**src/rtl/fir_pkg.sv**
```systemverilog
`default_nettype none
// +----------------------------------------------------------------------+
// | fir_pkg                                                               |
// | Shared defaults, FSM state encoding and ring-buffer helper for the    |
// | FIR MAC sequencer.                                                    |
// | Revision: 1.0                                                         |
// +----------------------------------------------------------------------+
package fir_pkg;

    localparam int c_NTAP = 11;
    localparam int c_DW   = 32;
    localparam int c_AW   = 4;

    typedef logic [2:0] fir_state_t;

    localparam fir_state_t c_IDLE = 3'd0;
    localparam fir_state_t c_INIT = 3'd1;
    localparam fir_state_t c_WAIT = 3'd2;
    localparam fir_state_t c_MAC  = 3'd3;
    localparam fir_state_t c_OUT  = 3'd4;

    // (a - b) mod n for operands already reduced into 0..n-1
    function automatic int unsigned ring_dec(input int unsigned a,
                                             input int unsigned b,
                                             input int unsigned n);
        return (a >= b) ? (a - b) : (a + n - b);
    endfunction

endpackage
`default_nettype wire

```
**src/rtl/fir_ring_addr.sv**
```systemverilog
`default_nettype none
// +----------------------------------------------------------------------+
// | fir_ring_addr                                                         |
// | Circular-buffer write pointer and tap-index generator for the FIR     |
// | MAC walk.                                                             |
// | Revision: 1.0                                                         |
// +----------------------------------------------------------------------+
module fir_ring_addr
    import fir_pkg::*;
#(
    parameter int NTAP = c_NTAP,
    parameter int AW   = c_AW
) (
    input  logic          clk,
    input  logic          reset,
    input  logic          clr,
    input  logic          mac_en,
    input  logic          wp_inc,
    output logic [AW-1:0] wp,
    output logic          k_last,
    output logic [AW-1:0] tap_addr,
    output logic [AW-1:0] data_addr
);

    localparam int KW = $clog2(NTAP + 1);
    localparam logic [KW-1:0] c_KLAST = KW'(NTAP);
    localparam logic [AW-1:0] c_WPMAX = AW'(NTAP - 1);

    logic [KW-1:0] r_k;
    logic [AW-1:0] r_wp;
    logic          w_k_last;

    assign w_k_last = (r_k == c_KLAST);

    always_ff @(posedge clk or negedge reset) begin
        if (!reset) begin
            r_k  <= '0;
            r_wp <= '0;
        end else begin
            if (clr) begin
                r_wp <= '0;
            end else if (wp_inc) begin
                r_wp <= (r_wp == c_WPMAX) ? '0 : r_wp + 1'b1;
            end
            // k free-runs 0..NTAP while the MAC is enabled, then parks at 0
            if (mac_en && !w_k_last) begin
                r_k <= r_k + 1'b1;
            end else begin
                r_k <= '0;
            end
        end
    end

    assign wp        = r_wp;
    assign k_last    = w_k_last;
    assign tap_addr  = w_k_last ? '0 : AW'(r_k);
    assign data_addr = w_k_last ? '0 : AW'(ring_dec(32'(r_wp), 32'(r_k), 32'(NTAP)));

endmodule
`default_nettype wire

```
**src/rtl/fir_mac_sequencer.sv**
```systemverilog
`default_nettype none
// +----------------------------------------------------------------------+
// | fir_mac_sequencer                                                     |
// | Streams samples through a shared single-MAC FIR, managing the data    |
// | ring buffer in external RAM and sequencing the tap walk.              |
// | Revision: 1.0                                                         |
// +----------------------------------------------------------------------+
module fir_mac_sequencer
    import fir_pkg::*;
#(
    parameter int NTAP = c_NTAP,
    parameter int DW   = c_DW,
    parameter int AW   = c_AW
) (
    input  logic          clk,
    input  logic          reset,
    input  logic          ap_start,
    input  logic [31:0]   data_length,
    output logic          ap_idle,
    output logic          ap_done,
    input  logic          ss_tvalid,
    input  logic [DW-1:0] ss_tdata,
    output logic          ss_tready,
    output logic          sm_tvalid,
    output logic [DW-1:0] sm_tdata,
    output logic          sm_tlast,
    input  logic          sm_tready,
    output logic [AW-1:0] tap_addr,
    input  logic [DW-1:0] tap_do,
    output logic          data_we,
    output logic [AW-1:0] data_addr,
    output logic [DW-1:0] data_di,
    input  logic [DW-1:0] data_do,
    output logic [DW-1:0] mac_x,
    output logic [DW-1:0] mac_coe,
    output logic          mac_valid,
    input  logic [DW-1:0] mac_y,
    input  logic          mac_done,
    output logic          err
);

    localparam logic [AW-1:0] c_INIT_LAST = AW'(NTAP - 1);

    fir_state_t    r_state;
    logic [31:0]   r_len;
    logic [31:0]   r_count;
    logic [AW-1:0] r_init;
    logic [DW-1:0] r_tdata;
    logic          r_done;
    logic          r_err;

    logic          w_init_last;
    logic          w_k_last;
    logic [AW-1:0] w_wp;
    logic [AW-1:0] w_ring_tap;
    logic [AW-1:0] w_ring_data;

    assign w_init_last = (r_init == c_INIT_LAST);

    fir_ring_addr #(
        .NTAP (NTAP),
        .AW   (AW)
    ) u_ring (
        .clk       (clk),
        .reset     (reset),
        .clr       ((r_state == c_INIT) && w_init_last),
        .mac_en    (r_state == c_MAC),
        .wp_inc    ((r_state == c_MAC) && w_k_last),
        .wp        (w_wp),
        .k_last    (w_k_last),
        .tap_addr  (w_ring_tap),
        .data_addr (w_ring_data)
    );

    always_ff @(posedge clk or negedge reset) begin
        if (!reset) begin
            r_state <= c_IDLE;
            r_len   <= '0;
            r_count <= '0;
            r_init  <= '0;
            r_tdata <= '0;
            r_done  <= 1'b0;
            r_err   <= 1'b0;
        end else begin
            r_done <= 1'b0;
            case (r_state)
                c_IDLE: begin
                    if (ap_start) begin
                        r_len   <= data_length;
                        r_init  <= '0;
                        r_state <= c_INIT;
                    end
                end
                c_INIT: begin
                    if (w_init_last) begin
                        r_count <= '0;
                        if (r_len == 32'd0) begin
                            r_done  <= 1'b1;
                            r_state <= c_IDLE;
                        end else begin
                            r_state <= c_WAIT;
                        end
                    end else begin
                        r_init <= r_init + 1'b1;
                    end
                end
                c_WAIT: begin
                    if (ss_tvalid) begin
                        r_state <= c_MAC;
                    end
                end
                c_MAC: begin
                    // The MAC's result is only valid on the window's last cycle
                    if (w_k_last) begin
                        r_tdata <= mac_y;
                        if (!mac_done) begin
                            r_err <= 1'b1;
                        end
                        r_state <= c_OUT;
                    end
                end
                c_OUT: begin
                    if (sm_tready) begin
                        r_count <= r_count + 32'd1;
                        if (r_count + 32'd1 == r_len) begin
                            r_done  <= 1'b1;
                            r_state <= c_IDLE;
                        end else begin
                            r_state <= c_WAIT;
                        end
                    end
                end
                default: r_state <= c_IDLE;
            endcase
        end
    end

    always_comb begin
        data_we   = 1'b0;
        data_addr = '0;
        data_di   = '0;
        tap_addr  = '0;
        case (r_state)
            c_INIT: begin
                data_we   = 1'b1;
                data_addr = r_init;
            end
            c_WAIT: begin
                data_we   = ss_tvalid;
                data_addr = w_wp;
                data_di   = ss_tdata;
            end
            c_MAC: begin
                data_addr = w_ring_data;
                tap_addr  = w_ring_tap;
            end
            default: ;
        endcase
    end

    assign ap_idle   = (r_state == c_IDLE);
    assign ap_done   = r_done;
    assign ss_tready = (r_state == c_WAIT);
    assign sm_tvalid = (r_state == c_OUT);
    assign sm_tdata  = r_tdata;
    assign sm_tlast  = (r_state == c_OUT) && (r_count == r_len - 32'd1);
    assign mac_x     = data_do;
    assign mac_coe   = tap_do;
    assign mac_valid = (r_state == c_MAC);
    assign err       = r_err;

endmodule
`default_nettype wire
```
**config.mk**
```make
export PLATFORM = sky130hd
export DESIGN_NAME = fir_mac_sequencer
export DESIGN_NICKNAME = d
export VERILOG_FILES = /design/src/rtl/fir_pkg.sv /design/src/rtl/fir_ring_addr.sv /design/src/rtl/fir_mac_sequencer.sv
export SDC_FILE = /design/constraint.sdc
export NUM_CORES = 1
export LEC_CHECK = 0
export BUFFER_PORTS_ARGS = -buffer_cell sky130_fd_sc_hd__buf_2
export CORE_MARGIN = 5
export CORE_UTILIZATION = 50
export DETAILED_ROUTE_END_ITERATION = 10
export PLACE_DENSITY = 0.82
export REMOVE_ABC_BUFFERS = 1
export SYNTH_ARGS = -nofsm -noshare
export SYNTH_HDL_FRONTEND = slang
export SYNTH_SLANG_ARGS = --single-unit
```
**constraint.sdc**
```tcl
create_clock -name clk -period 3.3 [get_ports clk]
set_input_delay 0.165 -clock clk [delete_from_list [all_inputs] [get_ports clk]]
set_output_delay 0.165 -clock clk [all_outputs]
set_load 0.01 [all_outputs]
```
==> flow_summary_export.csv <==
group,metric,value,unit
layout,regArea,0.00283,mm²
drt,wl_per_cell,23.0,µm
placed_design,post-dp-hpwl,24.0,mm
layout,drive_gt1_share,23.4,%
global_route,grt_max_degree,49,
pwr,power_frac_seq,32.7,%
die,die_area,0.0181,mm²
global_route,grt_pass1_wl,47.0,mm
sta,fin_hold_ws,0.201,ns
sta,drv_slew,0,
pwr,swShare,35.8,%
clock_tree,clk_pin_slew_worst_paths,0.05,ns
die,start_util,50.9,%
clock_tree,root_buffer,"clkbuf_16",
pwr,p_leak,4.55,nW
yosys,syn_area,0.00774,mm²
clock_tree,cts_tree,"done",
drt,drtIter0Drc,747,
yosys,synthArstFlopShare,100,%
outcome,violations,"setup timing",
min_path,hold_path_class,"in -> reg",
drt,route.met2.wl,14.0,mm
drt,wirelength,31.4,mm
critical_path,path_class,"reg -> out",
sta,finalWorstSetupSlack,-0.218,ns
clock_tree,clock_path_buffers,2,
pwr,irDropWorstVdd,0.379,mV
global_route,grt_antenna_before_repair,0,
global_route,grt_pass1_vias,7665,
critical_path,crit_arrival,3.35,ns
yosys,ys_seq_elements,113,
yosys,synth_top_area_cell,"dfrtp_1",
layout,final_common_cell,"nand2_1",
yosys,synth_area_leaders,"dfrtp_1 (37%), nand2_1 (12%), buf_4 (6.2%), xnor2_1 (5.3%), xor2_1 (4.1%)",
sta,fin_crit,3.52,ns
yosys,avgSynthCellArea,7.98,µm²
critical_path,critPathCapture,"sm_tlast",
critical_path,r2r_cells,8,
sta,setup_viol,1,
clock_tree,htreeDepth,4,
layout,multi_input_area,0.00422,mm²
sta,worst_pin_slew,0.677,ns
drt,dr.pass1.iters,8,
placed_design,port_buffers,181,
critical_path,worstSetupEndpointType,"output port",
sta,timing.final.crit_share,107,%
critical_path,reg2reg_to,"r_state[1]",
layout,nets,1346,
pwr,p_comb_share,34.1,%
die,fp.dieW,134,µm
layout,finish.utilization,65.3,%
drt,drc,0,
clock_tree,clk_latency,0.42,ns
yosys,ys_seq_area_share,36.5,%
drt,final_antenna_net_count,0,
yosys,ys_types,60,
drt,viasPerCell,5.77,
yosys,synth_top_area_share,36.5,%
clock_tree,cts_buffers,17,
layout,syn_to_final_growth,28.1,%
die,core_area,0.0152,mm²
yosys,yosysWarnings,0,
critical_path,worstPathRequired,3.13,ns
sta,slew_headroom,54.4,%
pwr,p_total,0.00607,W
sta,fin_skew,0.00664,ns
die,die-height,134,µm
yosys,ys.flop_type,"dfrtp_1",
sta,timing.fmax,284,MHz
global_route,overflow,0,
pwr,power_frac_clock,33.2,%
sta,rsz0062_at_grt,"yes",
pwr,powerDensity,612,mW/mm²
layout,num_antenna_cells,0,
critical_path,cp-startpoint,"r_len[1]",
run,drv_cap,0,
global_route,track_usage,34.8,%
clock_tree,cts.sinks,113,
critical_path,startpoint_type,"flop",
pwr,p_sw,0.00217,W
layout,final_cell_mix,"nand2_1 (239), buf_2 (179), dfrtp_1 (113)",
drt,wl_met1,10.2,mm
drt,highest_layer,"met5",
critical_path,rrSetupSlack,0.29,ns
drt,met3_length,4.83,mm
critical_path,r2r_start,"r_count[10]",
placed_design,gp_congestion,0.976,
die,row_count,45,
layout,n_fill_cell,1193,
yosys,synthCells,970,
sta,hold_viol,0,
yosys,synth-edff-count,0,
drt,vias,7875,
die,pin_count,310,
outcome,status,"complete, but fails checks",
pwr,p_int,0.00390,W
critical_path,worstPathMaxFanout,3,
[how the worst min path moves through the flow]
stage	start	endpoint	depth (start not counted)	slack (ns)
finish	ap_start	r_state[0]	3	0.20
detailed placement	reset	r_len[8]	1	0.23
CTS	ap_start	r_state[0]	3	0.18
global placement	reset	r_len[8]	1	0.23
global route	ap_start	r_state[0]	3	0.22
floorplan	reset	ap_done	0	-0.13
[final cells by class]
cell class,count,share of cell area (%)
clock inverters,10,1.85
well taps,188,2.37
flip-flops and latches,113,28.5
multi-input cells,719,42.5
repair buffers,292,19.3
inverters,22,0.832
clock buffers,20,4.60
[logic make-up (layout without fill, tap and decap cells)]
kind of cell	Yosys count	count (layout)	share of synthesized area, %
flip-flops	113	113	36.5
multiplexers	14	14	1.87
XOR/XNOR	84	84	9.68
AO/OA/AOI/OAI	124	124	9.69
AND/OR/NAND/NOR	482	482	29.7
buffers and inverters	138	344	9.85
adder cells (fa/ha/maj)	15	15	2.71
[through the flow]
step / std cells / setup slack (ns) / TNS (ns) / area (µm²)
2_1_floorplan: 854 / 0.271 / 0 / 7060
3_3_place_gp: 1263 / 0.0827 / 0 / 8510
3_5_place_dp: 1263 / 0.0411 / 0 / 8510
4_1_cts: 1362 / -0.191 / -0.191 / 9890
5_1_grt: 1364 / -0.342 / -0.342 / 9920
6_report: 1364 / -0.218 / -0.218 / 9920
[per-layer routing]
layer	up-vias	track usage [%]
met2	540	54.3
li1	3588	-
met4	4	21.1
met5	-	7.22
met1	3657	35.4
met3	86	20.5
[sequential cells by signal, summed over array words and instances, names as in the netlist]
| name | count |
|---|---|
| ap_done | 1 |
| err | 1 |
| r_count | 32 |
| r_init | 4 |
| r_len | 32 |
| r_state | 3 |
| sm_tdata | 32 |
| u_ring.r_k | 4 |
| u_ring.wp | 4 |
[worst max-delay path, cell delays in order (launching register included)]
cell and delay (ns):
dfrtp_1 0.40, inv_2 0.09, ha_4 0.14, nor4b_4 0.19, buf_4 0.19, nand2_4 0.05
or4_4 0.49, or4_4 0.43, or3_4 0.34, a211oi_2 0.25, and4_4 0.26, buf_6 0.10
[cells in the mapped netlist (11+ instances only)]
master,instances
and3_1,11
buf_4,64
nand3_1,36
nor3_1,24
ha_1,12
and2_1,38
inv_1,22
nor2_1,58
nand4_1,18
o21ai_0,51
xnor2_1,47
xor2_1,36
a21oi_1,17
dfrtp_1,113
nand2_1,240
clkbuf_1,47
[power groups by stage]
stage                     registers (W)  clock network (W)  logic [W]
after detailed placement        0.00198                  0    0.00188
after global placement          0.00196                  0    0.00185
final                           0.00198            0.00202    0.00207
after global routing            0.00202            0.00209    0.00229
after floorplan                 0.00192                  0    0.00124
after CTS                       0.00197            0.00204    0.00201
[timing repair]
item	in CTS	in global routing
setup buffers	2	2
endpoints found under the setup margin	1	1
gates resized for setup	10	5
pin swaps	6	2
hold endpoints to repair	111	0
hold buffers	67	0
Note: power is estimated with default switching activity, not from simulation.
